## src/rtl/trap_ctrl.sv

```systemverilog
// Machine-mode trap sequencer: turns an accepted ecall/mret into CSR write strobes
// followed by a fetch redirect handshake.
module trap_ctrl #(
    parameter int unsigned DATA_LEN     = 32,
    parameter int unsigned MCAUSE_ECALL = 11
) (
    input  logic                clk,
    input  logic                rst,
    input  logic                trap_valid,
    output logic                trap_ready,
    input  logic                ecall,
    input  logic                mret,
    input  logic [DATA_LEN-1:0] pc,
    input  logic [DATA_LEN-1:0] mtvec_rdata,
    input  logic [DATA_LEN-1:0] mepc_rdata,
    input  logic [DATA_LEN-1:0] mstatus_rdata,
    output logic [11:0]         csr_waddr,
    output logic [DATA_LEN-1:0] csr_wdata,
    output logic                csr_wen,
    output logic                redirect_valid,
    input  logic                redirect_ready,
    output logic [DATA_LEN-1:0] redirect_pc,
    output logic                unusual_flag
);

    localparam logic [11:0]         ADDR_MSTATUS = 12'h300;
    localparam logic [11:0]         ADDR_MEPC    = 12'h341;
    localparam logic [11:0]         ADDR_MCAUSE  = 12'h342;
    localparam logic [DATA_LEN-1:0] CAUSE_VAL    = DATA_LEN'(MCAUSE_ECALL);
    localparam logic [DATA_LEN-1:0] ALIGN_MASK   = ~DATA_LEN'(3);

    typedef enum logic [2:0] {
        IDLE,
        WR_EPC,
        WR_CAUSE,
        WR_STATUS,
        MRET_STATUS,
        REDIRECT
    } state_e;

    state_e              state_q;
    logic [DATA_LEN-1:0] tgt_q;
    logic [DATA_LEN-1:0] stat_q;

    // Trap entry: stash MIE into MPIE, disable interrupts, record M-mode as previous mode.
    function automatic logic [DATA_LEN-1:0] ecall_status(input logic [DATA_LEN-1:0] s);
        logic [DATA_LEN-1:0] r;
        r        = s;
        r[7]     = s[3];
        r[3]     = 1'b0;
        r[12:11] = 2'b11;
        return r;
    endfunction

    // Trap return: restore MIE from MPIE and re-arm MPIE.
    function automatic logic [DATA_LEN-1:0] mret_status(input logic [DATA_LEN-1:0] s);
        logic [DATA_LEN-1:0] r;
        r        = s;
        r[3]     = s[7];
        r[7]     = 1'b1;
        r[12:11] = 2'b11;
        return r;
    endfunction

    // Outputs are registered for the state being entered; the mepc write data
    // is captured straight from pc on accept, so no separate epc register is kept.
    always_ff @(posedge clk) begin
        if (rst) begin
            state_q        <= IDLE;
            tgt_q          <= '0;
            stat_q         <= '0;
            trap_ready     <= 1'b1;
            unusual_flag   <= 1'b0;
            csr_wen        <= 1'b0;
            csr_waddr      <= '0;
            csr_wdata      <= '0;
            redirect_valid <= 1'b0;
            redirect_pc    <= '0;
        end else begin
            csr_wen   <= 1'b0;
            csr_waddr <= '0;
            csr_wdata <= '0;
            case (state_q)
                IDLE: begin
                    if (trap_valid && ecall) begin
                        tgt_q        <= mtvec_rdata;
                        stat_q       <= mstatus_rdata;
                        state_q      <= WR_EPC;
                        trap_ready   <= 1'b0;
                        unusual_flag <= 1'b1;
                        csr_wen      <= 1'b1;
                        csr_waddr    <= ADDR_MEPC;
                        csr_wdata    <= pc;
                    end else if (trap_valid && mret) begin
                        tgt_q        <= mepc_rdata;
                        stat_q       <= mstatus_rdata;
                        state_q      <= MRET_STATUS;
                        trap_ready   <= 1'b0;
                        unusual_flag <= 1'b1;
                        csr_wen      <= 1'b1;
                        csr_waddr    <= ADDR_MSTATUS;
                        csr_wdata    <= mret_status(mstatus_rdata);
                    end
                end
                WR_EPC: begin
                    state_q   <= WR_CAUSE;
                    csr_wen   <= 1'b1;
                    csr_waddr <= ADDR_MCAUSE;
                    csr_wdata <= CAUSE_VAL;
                end
                WR_CAUSE: begin
                    state_q   <= WR_STATUS;
                    csr_wen   <= 1'b1;
                    csr_waddr <= ADDR_MSTATUS;
                    csr_wdata <= ecall_status(stat_q);
                end
                WR_STATUS, MRET_STATUS: begin
                    state_q        <= REDIRECT;
                    redirect_valid <= 1'b1;
                    redirect_pc    <= tgt_q & ALIGN_MASK;
                end
                REDIRECT: begin
                    if (redirect_ready) begin
                        state_q        <= IDLE;
                        redirect_valid <= 1'b0;
                        redirect_pc    <= '0;
                        trap_ready     <= 1'b1;
                        unusual_flag   <= 1'b0;
                    end
                end
                default: begin
                    state_q        <= IDLE;
                    redirect_valid <= 1'b0;
                    redirect_pc    <= '0;
                    trap_ready     <= 1'b1;
                    unusual_flag   <= 1'b0;
                end
            endcase
        end
    end

endmodule

```

## config.mk

```make
export PLATFORM = sky130hd
export DESIGN_NAME = trap_ctrl
export DESIGN_NICKNAME = d
export VERILOG_FILES = /design/src/rtl/trap_ctrl.sv
export SDC_FILE = /design/constraint.sdc
export NUM_CORES = 1
export LEC_CHECK = 0
export BUFFER_PORTS_ARGS = -buffer_cell sky130_fd_sc_hd__buf_2
export CAP_MARGIN = 20
export CORE_MARGIN = 5
export CORE_UTILIZATION = 35
export CTS_BUF_LIST = sky130_fd_sc_hd__clkbuf_4 sky130_fd_sc_hd__clkbuf_8 sky130_fd_sc_hd__clkbuf_16
export DETAILED_ROUTE_END_ITERATION = 8
export GPL_TIMING_DRIVEN = 0
export PLACE_DENSITY = 0.67
export SLEW_MARGIN = 10
export SYNTH_ARGS = -nofsm -noshare
export SYNTH_HDL_FRONTEND = slang
export SYNTH_SLANG_ARGS = --single-unit
```

## constraint.sdc

```tcl
create_clock -name clk -period 1.65 [get_ports clk]
set_input_delay 0.33 -clock clk [delete_from_list [all_inputs] [get_ports clk]]
set_output_delay 0.33 -clock clk [all_outputs]
set_load 0.05 [all_outputs]
```

==> results of run 1 <==
-- sequential cells by signal, summed over array words and instances (netlist names) --
signal,flops
csr_waddr,4
csr_wdata,32
csr_wen,1
redirect_pc,30
redirect_valid,1
stat_q,29
state_q,3
tgt_q,30
trap_ready,1
unusual_flag,1
-- layout by cell type, fill, tap and decap left out, types with 5 or more instances in the layout --
cell type  count
buf_2        200
dfxtp_1      131
a21oi_1      126
nand3_1       61
o21ai_0       58
nand2_1       42
clkbuf_1      41
o211ai_1      34
a311oi_1      30
nand4_1       25
a32oi_1       24
clkbuf_16     19
buf_4         17
clkbuf_2      17
buf_6         11
conb_1         9
nor2_1         7
buf_8          6
o21ai_1        5
-- power breakdown --
group / switching [mW] / leakage, nW / internal, mW
Clock: 1.50 / 0.303 / 2.58
Sequential: 0.230 / 1.08 / 3.66
Combinational: 2.54 / 1.87 / 1.37
-- cell type report --
| cell class | count | area share (%) |
|---|---|---|
| Buffer | 91 | 6.79 |
| Clock inverter | 14 | 2.53 |
| Clock buffer | 18 | 5.55 |
| Multi-Input combinational cell | 453 | 33.5 |
| Sequential cell | 132 | 33.4 |
| Inverter | 1 | 0.0475 |
| Tap cell | 216 | 3.42 |
| Antenna cell | 2 | 0.0633 |
| Timing Repair Buffer | 209 | 14.7 |
-- kinds of logic after synthesis --
kind of cell	share of synthesized area [%]
buffers and inverters	7.37
AO/OA/AOI/OAI	31.4
other	0.0665
flip-flops	46.9
AND/OR/NAND/NOR	14.3
-- worst max-delay path by stage --
stage | to | cells past startpoint
final | tgt_q[22]$_SDFFE_PP0P_ | 5
after detailed placement | tgt_q[21]$_SDFFE_PP0P_ | 6
after global routing | tgt_q[18]$_SDFFE_PP0P_ | 5
after global placement | tgt_q[17]$_SDFFE_PP0P_ | 6
after floorplan | tgt_q[20]$_SDFFE_PP0P_ | 6
after CTS | tgt_q[23]$_SDFFE_PP0P_ | 4
-- what timing repair did --
| action | in CTS | in global routing |
|---|---|---|
| pin swaps | 3 | 25 |
| setup endpoints to repair | 120 | 123 |
| hold buffers | 0 | 0 |
| gates cloned | 0 | 5 |
| resized for setup | 29 | 70 |
| setup buffers | 4 | 4 |
-- cell usage after synthesis (all sizes together) (2+ instances only) --
library cell	instances	area [µm²]
nand4	25	156
a311oi	30	263
a21o	4	30.0
nand2	42	158
a21oi	128	641
o21ai	63	315
dfxtp	132	2640
nor3b	2	20.0
or2	2	12.5
a32oi	24	210
o32ai	2	17.5
buf	27	164
nor2b	4	25.0
and3b	3	26.3
nand3b	3	22.5
o21a	2	15.0
nand3	61	305
nor2	8	32.5
o211ai	34	255
clkbuf	66	248
-- critical path, cell delays in order, from the launching register on --
cell      delay (ps)
dfxtp_2          340
or4b_4           630
nor2_4           170
buf_12           150
buf_8            120
a311oi_1          90
-- stage by stage --
step / utilization (%) / cells / worst slack [ps] / TNS [ps]
6_report: 50.0 / 1136 / 4.48 / 0
5_1_grt: 49.9 / 1134 / -37.7 / -542
4_1_cts: 48.4 / 1126 / 2.79 / 0
3_5_place_dp: 43.7 / 1091 / -547 / -34790
3_3_place_gp: 43.7 / 1091 / -552 / -33100
2_1_floorplan: - / 679 / 45.7 / 0
-- metal layers --
layer	vias to the layer above	wire length, µm	global-route usage (%)
li1	2984	-	-
met1	2944	8940	29.3
met2	293	10200	35.8
met3	19	2430	8.20
met4	6	189	4.99
met5	-	26	0
==> summary.md, run 1 <==
| Metric | Value |
|---|---|
| Outcome | `finished clean` |
| Pin count of the biggest net entering global routing | `17` |
| Fin Hold WS | `170 ps` |
| Clk pin slew, worst setup/hold paths | `60 ps` |
| Wire length of the first global-routing pass | `32600 µm` |
| R2R Path End | `tgt_q[22]$_SDFFE_PP0P_` |
| Root buf cell | `clkbuf_16` |
| GRT overflow | `0` |
| Synth async-reset ratio | `0%` |
| Dpl cell area | `6920 µm²` |
| Fin crit share | `99.7%` |
| Fin area | `7910 µm²` |
| Die span in y | `137 µm` |
| DR iter-0 viols | `492` |
| Area grow syn2layout | `40.2%` |
| Critical Path Sink Type | `flip-flop` |
| WP data required | `1920 ps` |
| Hold path endpoint | `tgt_q[2]$_SDFFE_PP0P_` |
| Final-report max-slew violation count | `0` |
| Fin. Hold Viols | `0` |
| Crit path time final | `1650 ps` |
| Num CTS Buffers | `17` |
| Power Total | `11.9 mW` |
| Port buffer count | `196` |
| Post-synthesis instance area | `5640 µm²` |
| Layout cells sized above 1 | `32.9%` |
| Ys Warns | `0` |
| FF/Latch Area | `2640 µm²` |
| Clk buf depth | `2` |
| Number of setup violations in the final report | `0` |
| Critical R2R Launch | `state_q[1]$_SDFFE_PP0P_` |
| Area of the multi-input gates | `2650 µm²` |
| Die footprint | `18700 µm²` |
| Die X | `137 µm` |
| Seq/Total Area, Yosys | `46.9%` |
| Post-Syn Instances | `671` |
| Crit start category | `flip-flop` |
| Site row count | `46` |
| Vias in the first global route | `6001` |
| Setup slack, reg-to-reg | `4 ps` |
| Via density | `5.50` |
| Crit path DAT | `1920 ps` |
| Insertion delay to the later sink of the worst-skew pair | `420 ps` |
| Worst min path class | `in2reg` |
| Post-route ant nets | `0` |
| Unrepaired setup endpoints after global routing | `true` |
| DRC | `0` |
| H-Tree Level Count | `4` |
| Core Area | `15800 µm²` |
| Maximum fanout along the worst path | `8` |
| Register bit total from synthesis | `132` |
| Final wirelength | `21800 µm` |
| Leakage | `3.25 nW` |
| Max_slew headroom | `57.1%` |
| Crit. Startpoint | `state_q[1]$_SDFFE_PP0P_` |
| Nets@finish | `1039` |
| Worst vdd ir | `0.817 mV` |
| Worst Clk Skew | `8.71 ps` |
| DR vias | `6246` |
| Max_cap viols | `0` |
| Pwr Density | `1500 nW/µm²` |
| Slew of the pin with the lowest slew margin | `644 ps` |
| Initial Util | `35.6%` |
| Worst R2R Path Depth | `5` |
| Layout filler cell count | `1554` |
| Syn Area/Cell | `8.40 µm²` |
| CTS tree | `built` |
| Clk sinks | `132` |
| Fmax | `0.608 GHz` |
| I/O Pins | `214` |
| Initial DRT Pass Iterations | `5` |
| Setup CP Type | `reg2reg` |
| Gr usage total | `22.5%` |
| EDFF count, synth | `0` |
| Ys flop type | `dfxtp_1` |
| WL/cell | `19.2 µm` |
| Routability cong. | `0.838` |
| Synth unique cells | `33` |
| Min-Delay Path Depth | `3` |
| Worst Hold Launch | `mepc_rdata[2]` |
| Antenna violations before repair | `3` |
| HPWL Detailed | `15400 µm` |
Note: power is estimated with default switching activity, not from simulation.
==> inputs of run 2 (changes only) <==
SETUP_SLACK_MARGIN = 0.3   (was unset)
==> run 2 against run 1 <==
The run now ends with setup timing left. Power grew 5.4%. Utilization grew 3.8 points. Maximum frequency shrank 3.8%. Highest routed layer unchanged. Sequential share of layout area shrank 2.3 points. Critical endpoint is now tgt_q[7]$_SDFFE_PP0P_. Via count grew 4.4%. Cell area grew 7.7%. Clock-buffer cell count grew 2.
==> summary.md, run 2 (synthesized netlist as in run 1, its figures left out) <==
| Metric | Value |
|---|---|
| Post-route ant nets | `0` |
| Antenna violations before repair | `7` |
| Final-report max-slew violation count | `0` |
| Min-Delay Path Depth | `3` |
| Insertion delay to the later sink of the worst-skew pair | `430 ps` |
| Critical Path Sink Type | `flip-flop` |
| WP buf/inv | `3` |
| Initial DRT Pass Iterations | `5` |
| Max_slew headroom | `50.1%` |
| Setup slack, reg-to-reg | `-60 ps` |
| Die footprint | `18700 µm²` |
| I/O Pins | `214` |
| WP data required | `1930 ps` |
| Failing checks | `setup timing` |
| Clk sinks | `132` |
| Clk buf depth | `2` |
| Crit path DAT | `1990 ps` |
| Worst vdd ir | `0.793 mV` |
| CP max stage cell | `or4b_4` |
| CP delay by family, top | `simple AND/OR/NAND/NOR gates` |
| Unrepaired setup endpoints after global routing | `true` |
| GRT overflow | `0` |
| Layout cells sized above 1 | `39.9%` |
| Fmax | `0.585 GHz` |
| Commonest non-fill, non-tap cell in the layout | `buf_2` |
| Port buffer count | `196` |
| Biggest register | `csr_wdata` |
| Nets@finish | `1053` |
| Met2 GRT Util | `38.3%` |
| CP cell instances | `or4b_4 -> clkbuf_16 -> nor2_4 -> buf_12 -> buf_4 -> a311oi_1` |
| DRC | `0` |
| Worst Clk Skew | `8.98 ps` |
| DR vias | `6519` |
| Worst R2R Path Depth | `6` |
| Area grow syn2layout | `51.0%` |
| Met1 GRT Util | `30.2%` |
| Setup CP Type | `reg2reg` |
| Fin. Hold Viols | `0` |
| Site row count | `46` |
| Number of setup violations in the final report | `29` |
| Die span in y | `137 µm` |
| Core Area | `15800 µm²` |
| H-Tree Level Count | `4` |
| Pwr Density | `1470 nW/µm²` |
| WL/cell | `20.2 µm` |
| Layout filler cell count | `1485` |
| Die X | `137 µm` |
| Most frequent cells in the layout | `buf_2, dfxtp_1, a21oi_1, nand3_1, buf_4` |
| Wire length of the first global-routing pass | `34000 µm` |
| Final wirelength | `23200 µm` |
| R2R Path End | `tgt_q[7]$_SDFFE_PP0P_` |
| Vias in the first global route | `6268` |
| Max_cap viols | `0` |
| Hold path endpoint | `stat_q[15]$_SDFFE_PP0P_` |
| Pin count of the biggest net entering global routing | `17` |
| Dpl ws | `-389 ps` |
| Worst Hold Launch | `mstatus_rdata[15]` |
| Num CTS Buffers | `17` |
| Largest register FFs | `32` |
| Fin Hold WS | `166 ps` |
| Gr usage total | `23.6%` |
| Fin crit share | `104%` |
| Maximum fanout along the worst path | `7` |
| CTS tree | `built` |
| Crit start category | `flip-flop` |
| HPWL Detailed | `15900 µm` |
| Crit path time final | `1710 ps` |
| Busiest grt layer | `met2` |
| Routability cong. | `0.838` |
| Via density | `5.67` |
| Initial Util | `35.6%` |
| Outcome | `complete, but fails checks` |
| Clk pin slew, worst setup/hold paths | `60 ps` |
| Leakage | `3.44 nW` |
| Slew of the pin with the lowest slew margin | `748 ps` |
| CP peak stage delay | `550 ps` |
| Biggest regs | `csr_wdata (32), redirect_pc (30), tgt_q (30)` |
| GR Util met3 | `7.32%` |
| Final WS setup | `-60.5 ps` |
| Worst min path class | `in2reg` |
| Critical R2R Launch | `state_q[0]$_SDFFE_PP0P_` |
| Hold buffers post-CTS | `0` |
| DR iter-0 viols | `510` |
| Root buf cell | `clkbuf_16` |
run 2: stage by stage:
stage	instance area [µm²]	TNS, ps	util, %	power, mW	std cells
detailed placement	7060	-22770	44.6	7.47	1091
finish	8520	-888	53.8	12.5	1150
global route	8520	-1810	53.8	13.0	1150
floorplan	5800	0	-	6.42	679
CTS	8080	-512	51.1	11.9	1135
global placement	7060	-22480	44.6	7.45	1091
run 2: power breakdown:
group	leakage (nW)	switching [mW]	internal [mW]
Clock	0.298	1.48	2.49
Combinational	2.06	2.78	1.85
Sequential	1.08	0.254	3.67
run 2: cell type report:
cell class	count	area, µm²	area share [%]
inverters	1	6.26	0.0735
clock buffers	20	467	5.48
clock inverters	12	154	1.81
well taps	216	270	3.17
multi-input cells	453	2820	33.1
flip-flops and latches	132	2650	31.1
diodes	2	5.00	0.0588
repair buffers	221	1390	16.4
plain buffers	93	751	8.81
run 2: what timing repair did:
action                                 CTS  global route
pin swaps                               12            23
buffers inserted                        10             8
resized for setup                       95           133
gates cloned                             2             5
endpoints found under the hold margin    0             0
setup endpoints to repair              163           154
run 2: how the worst max path moves through the flow:
stage	cells past startpoint	start	to
2_1_floorplan	6	trap_valid	tgt_q[20]$_SDFFE_PP0P_
3_3_place_gp	5	rst	stat_q[21]$_SDFFE_PP0P_
3_5_place_dp	5	rst	stat_q[14]$_SDFFE_PP0P_
4_1_cts	5	state_q[0]$_SDFFE_PP0P_	tgt_q[8]$_SDFFE_PP0P_
5_1_grt	6	state_q[0]$_SDFFE_PP0P_	tgt_q[20]$_SDFFE_PP0P_
6_report	6	state_q[0]$_SDFFE_PP0P_	tgt_q[7]$_SDFFE_PP0P_
run 2: worst register-to-register path, stage by stage, from the launching register on:
cell and delay, ps:
dfxtp_2 330, or4b_4 550, clkbuf_16 190, nor2_4 110, buf_12 140, buf_4 160
a311oi_1 90
run 2: layer usage:
| layer | part of all wire, % | vias to the layer above |
|---|---|---|
| met5 | 0.22 | - |
| met4 | 1.8 | 8 |
| met3 | 11 | 44 |
| met2 | 47 | 356 |
| met1 | 40 | 3092 |
| li1 | - | 3019 |
==> inputs of run 3 (changes only) <==
--- a/config.mk
+++ b/config.mk
@@ -15,2 +15,3 @@
 export PLACE_DENSITY = 0.67
+export RECOVER_POWER = 25
 export SETUP_SLACK_MARGIN = 0.3
==> constraint.sdc (replaced) <==
create_clock -name clk -period 1.65 [get_ports clk]
set_input_delay 0.0825 -clock clk [delete_from_list [all_inputs] [get_ports clk]]
set_output_delay 0.0825 -clock clk [all_outputs]
set_load 0.05 [all_outputs]
==> run 3 against run 2 <==
The run ends with hold timing left. Final cell count grew 8.9%. Setup slack gained 63 ps. Sequential share of layout area shrank 2.3 points. Sequential power is essentially flat. Cell area grew 7.9%. Worst hold slack lost 170 ps. Clock power grew 2%. Register-to-register slack gained 60 ps. Non-clock buffer count grew 103. Combinational power shrank 6.3%. Global-route usage grew 0.95 points. Critical endpoint is now tgt_q[21]$_SDFFE_PP0P_. Largest cell class is now buffers. Largest power group unchanged.
==> summary.md, run 3 (synthesized netlist as in run 1, its figures left out) <==
| Metric | Value |
|---|---|
| Setup CP Type | `reg2reg` |
| Post-route ant nets | `0` |
| Leakage | `3.61 nW` |
| Final Non-Filler Cells | `1252` |
| Site row count | `46` |
| Clk sinks | `132` |
| Fin crit share | `99.8%` |
| Crit start category | `flip-flop` |
| Number of setup violations in the final report | `0` |
| FF/Latch Area | `2650 µm²` |
| Wire length of the first global-routing pass | `36000 µm` |
| Area grow syn2layout | `62.9%` |
| Gr usage total | `24.5%` |
| DRC | `0` |
| Vias in the first global route | `6860` |
| Slew of the pin with the lowest slew margin | `693 ps` |
| Layout cells sized above 1 | `29.0%` |
| Via density | `5.49` |
| Pin count of the biggest net entering global routing | `17` |
| Clk buf depth | `2` |
| WP data required | `1910 ps` |
| Biggest register | `csr_wdata` |
| Fin. Hold Viols | `1` |
| Pwr Density | `1340 nW/µm²` |
| GRT overflow | `0` |
| WL/cell | `18.8 µm` |
| Antenna violations before repair | `3` |
| Most frequent cells in the layout | `buf_2, dfxtp_1, a21oi_1, dlygate4sd3_1, clkbuf_1` |
| Clk pwr share | `32.8%` |
| CTS tree | `built` |
| Final-report max-slew violation count | `0` |
| Fin Hold WS | `-3.41 ps` |
| Biggest regs | `csr_wdata (32), redirect_pc (30), tgt_q (30)` |
| Critical Path Sink Type | `flip-flop` |
| Die footprint | `18700 µm²` |
| Placed cells | `1091` |
| Worst Clk Skew | `9.48 ps` |
| Flop pwr share | `31.8%` |
| Failing checks | `hold timing` |
| Layout filler cell count | `1400` |
| Power Total | `12.3 mW` |
| Unrepaired setup endpoints after global routing | `true` |
| Outcome | `complete, but fails checks` |
| P_sw | `4.41 mW` |
| Clk pin slew, worst setup/hold paths | `60 ps` |
| Switching power share of the total | `35.9%` |
| Num CTS Buffers | `17` |
| Area of the multi-input gates | `2800 µm²` |
| Initial DRT Pass Iterations | `5` |
| Max_slew headroom | `54.0%` |
| Internal power | `7.89 mW` |
| Die span in y | `137 µm` |
| I/O Pins | `214` |
| Root buf cell | `clkbuf_16` |
| Commonest non-fill, non-tap cell in the layout | `buf_2` |
| Worst min path class | `in2reg` |
| H-Tree Level Count | `4` |
| Final WS setup | `2.48 ps` |
| DR iter-0 viols | `507` |
| DR vias | `6879` |
| Core Area | `15800 µm²` |
| Port buffer count | `196` |
| Max_cap viols | `0` |
| Nets@finish | `1156` |
| Worst vdd ir | `1.10 mV` |
| Final wirelength | `23600 µm` |
| Maximum fanout along the worst path | `7` |
| Fmax | `0.607 GHz` |
| Initial Util | `35.6%` |
| Comb power frac | `35.3%` |
| Crit path DAT | `1910 ps` |
| Routability cong. | `0.845` |
| Dpl ws | `-300 ps` |
| Crit path time final | `1650 ps` |
| Insertion delay to the later sink of the worst-skew pair | `420 ps` |
| Largest register FFs | `32` |
| HPWL Detailed | `15600 µm` |
| Die X | `137 µm` |
## run 3: cell types whose count changed in the layout (fill, tap and decap cells not counted), moves of 6 or more
cell / delta
clkbuf_4: -11
buf_2: +11
clkbuf_1: +48
o21ai_1: +19
dlygate4sd3_1: +111
o21ai_2: -20
buf_4: -33
clkbuf_2: -6
clkbuf_16: -6
buf_6: -10
## run 3: area by class of cell
class | instances | area share [%]
Timing Repair Buffer | 324 | 24.0
Sequential cell | 132 | 28.8
Clock buffer | 19 | 4.86
Buffer | 93 | 6.88
Clock inverter | 13 | 1.96
Inverter | 1 | 0.0817
Antenna cell | 1 | 0.0272
Multi-Input combinational cell | 453 | 30.4
Tap cell | 216 | 2.94
## run 3: metal layers
layer | vias up | wire (µm) | track usage [%] | share of wire, %
met5 | - | 14 | 0 | 0.059
met4 | 4 | 490 | 8.15 | 2.1
met3 | 48 | 2280 | 6.25 | 9.7
met2 | 388 | 11200 | 40.8 | 47
met1 | 3211 | 9630 | 31.1 | 41
li1 | 3228 | - | - | -
## run 3: per-stage QoR
stage | instance area (µm²) | util, % | hold slack [ps] | setup TNS, ps
after floorplan | 5800 | - | 230 | 0
after global placement | 7050 | 44.6 | 352 | -11430
after detailed placement | 7050 | 44.6 | 355 | -12030
after CTS | 8990 | 56.8 | 0.433 | 0
after global routing | 9190 | 58.1 | 27.1 | -477
final | 9190 | 58.1 | -3.41 | 0
## run 3: worst paths after layout
path	from	to	slack, ps	cells after the start
min reg2reg	trap_ready$_SDFFE_PP1P_	trap_ready$_SDFFE_PP1P_	460	2
max reg2reg	state_q[2]$_SDFFE_PP0P_	tgt_q[21]$_SDFFE_PP0P_	2	6
max	state_q[2]$_SDFFE_PP0P_	tgt_q[21]$_SDFFE_PP0P_	2	6
min	pc[20]	csr_wdata[20]$_SDFF_PP0_	-3	3
## run 3: power by group through the flow
stage / clock (mW) / sequential, mW / combinational [mW]
floorplan: 0 / 4.57 / 1.85
global placement: 0 / 3.96 / 3.48
detailed placement: 0 / 3.96 / 3.50
CTS: 4.08 / 3.90 / 4.03
global route: 4.22 / 3.96 / 4.60
finish: 4.04 / 3.92 / 4.34
## run 3: worst max-delay path, cell delays in order, from the launching register on
cell and delay (ps):
dfxtp_2 340, or4b_4 540, buf_8 160, nor2_4 100, buf_12 150, buf_8 130, a311oi_1 80
## run 3: repair_timing
action / CTS / global route
hold endpoints to repair: 85 / 1
buffers inserted: 9 / 5
endpoints found under the setup margin: 131 / 132
cloned: 3 / 0
gates resized for setup: 33 / 89
hold buffers: 110 / 1
pin swaps: 5 / 36
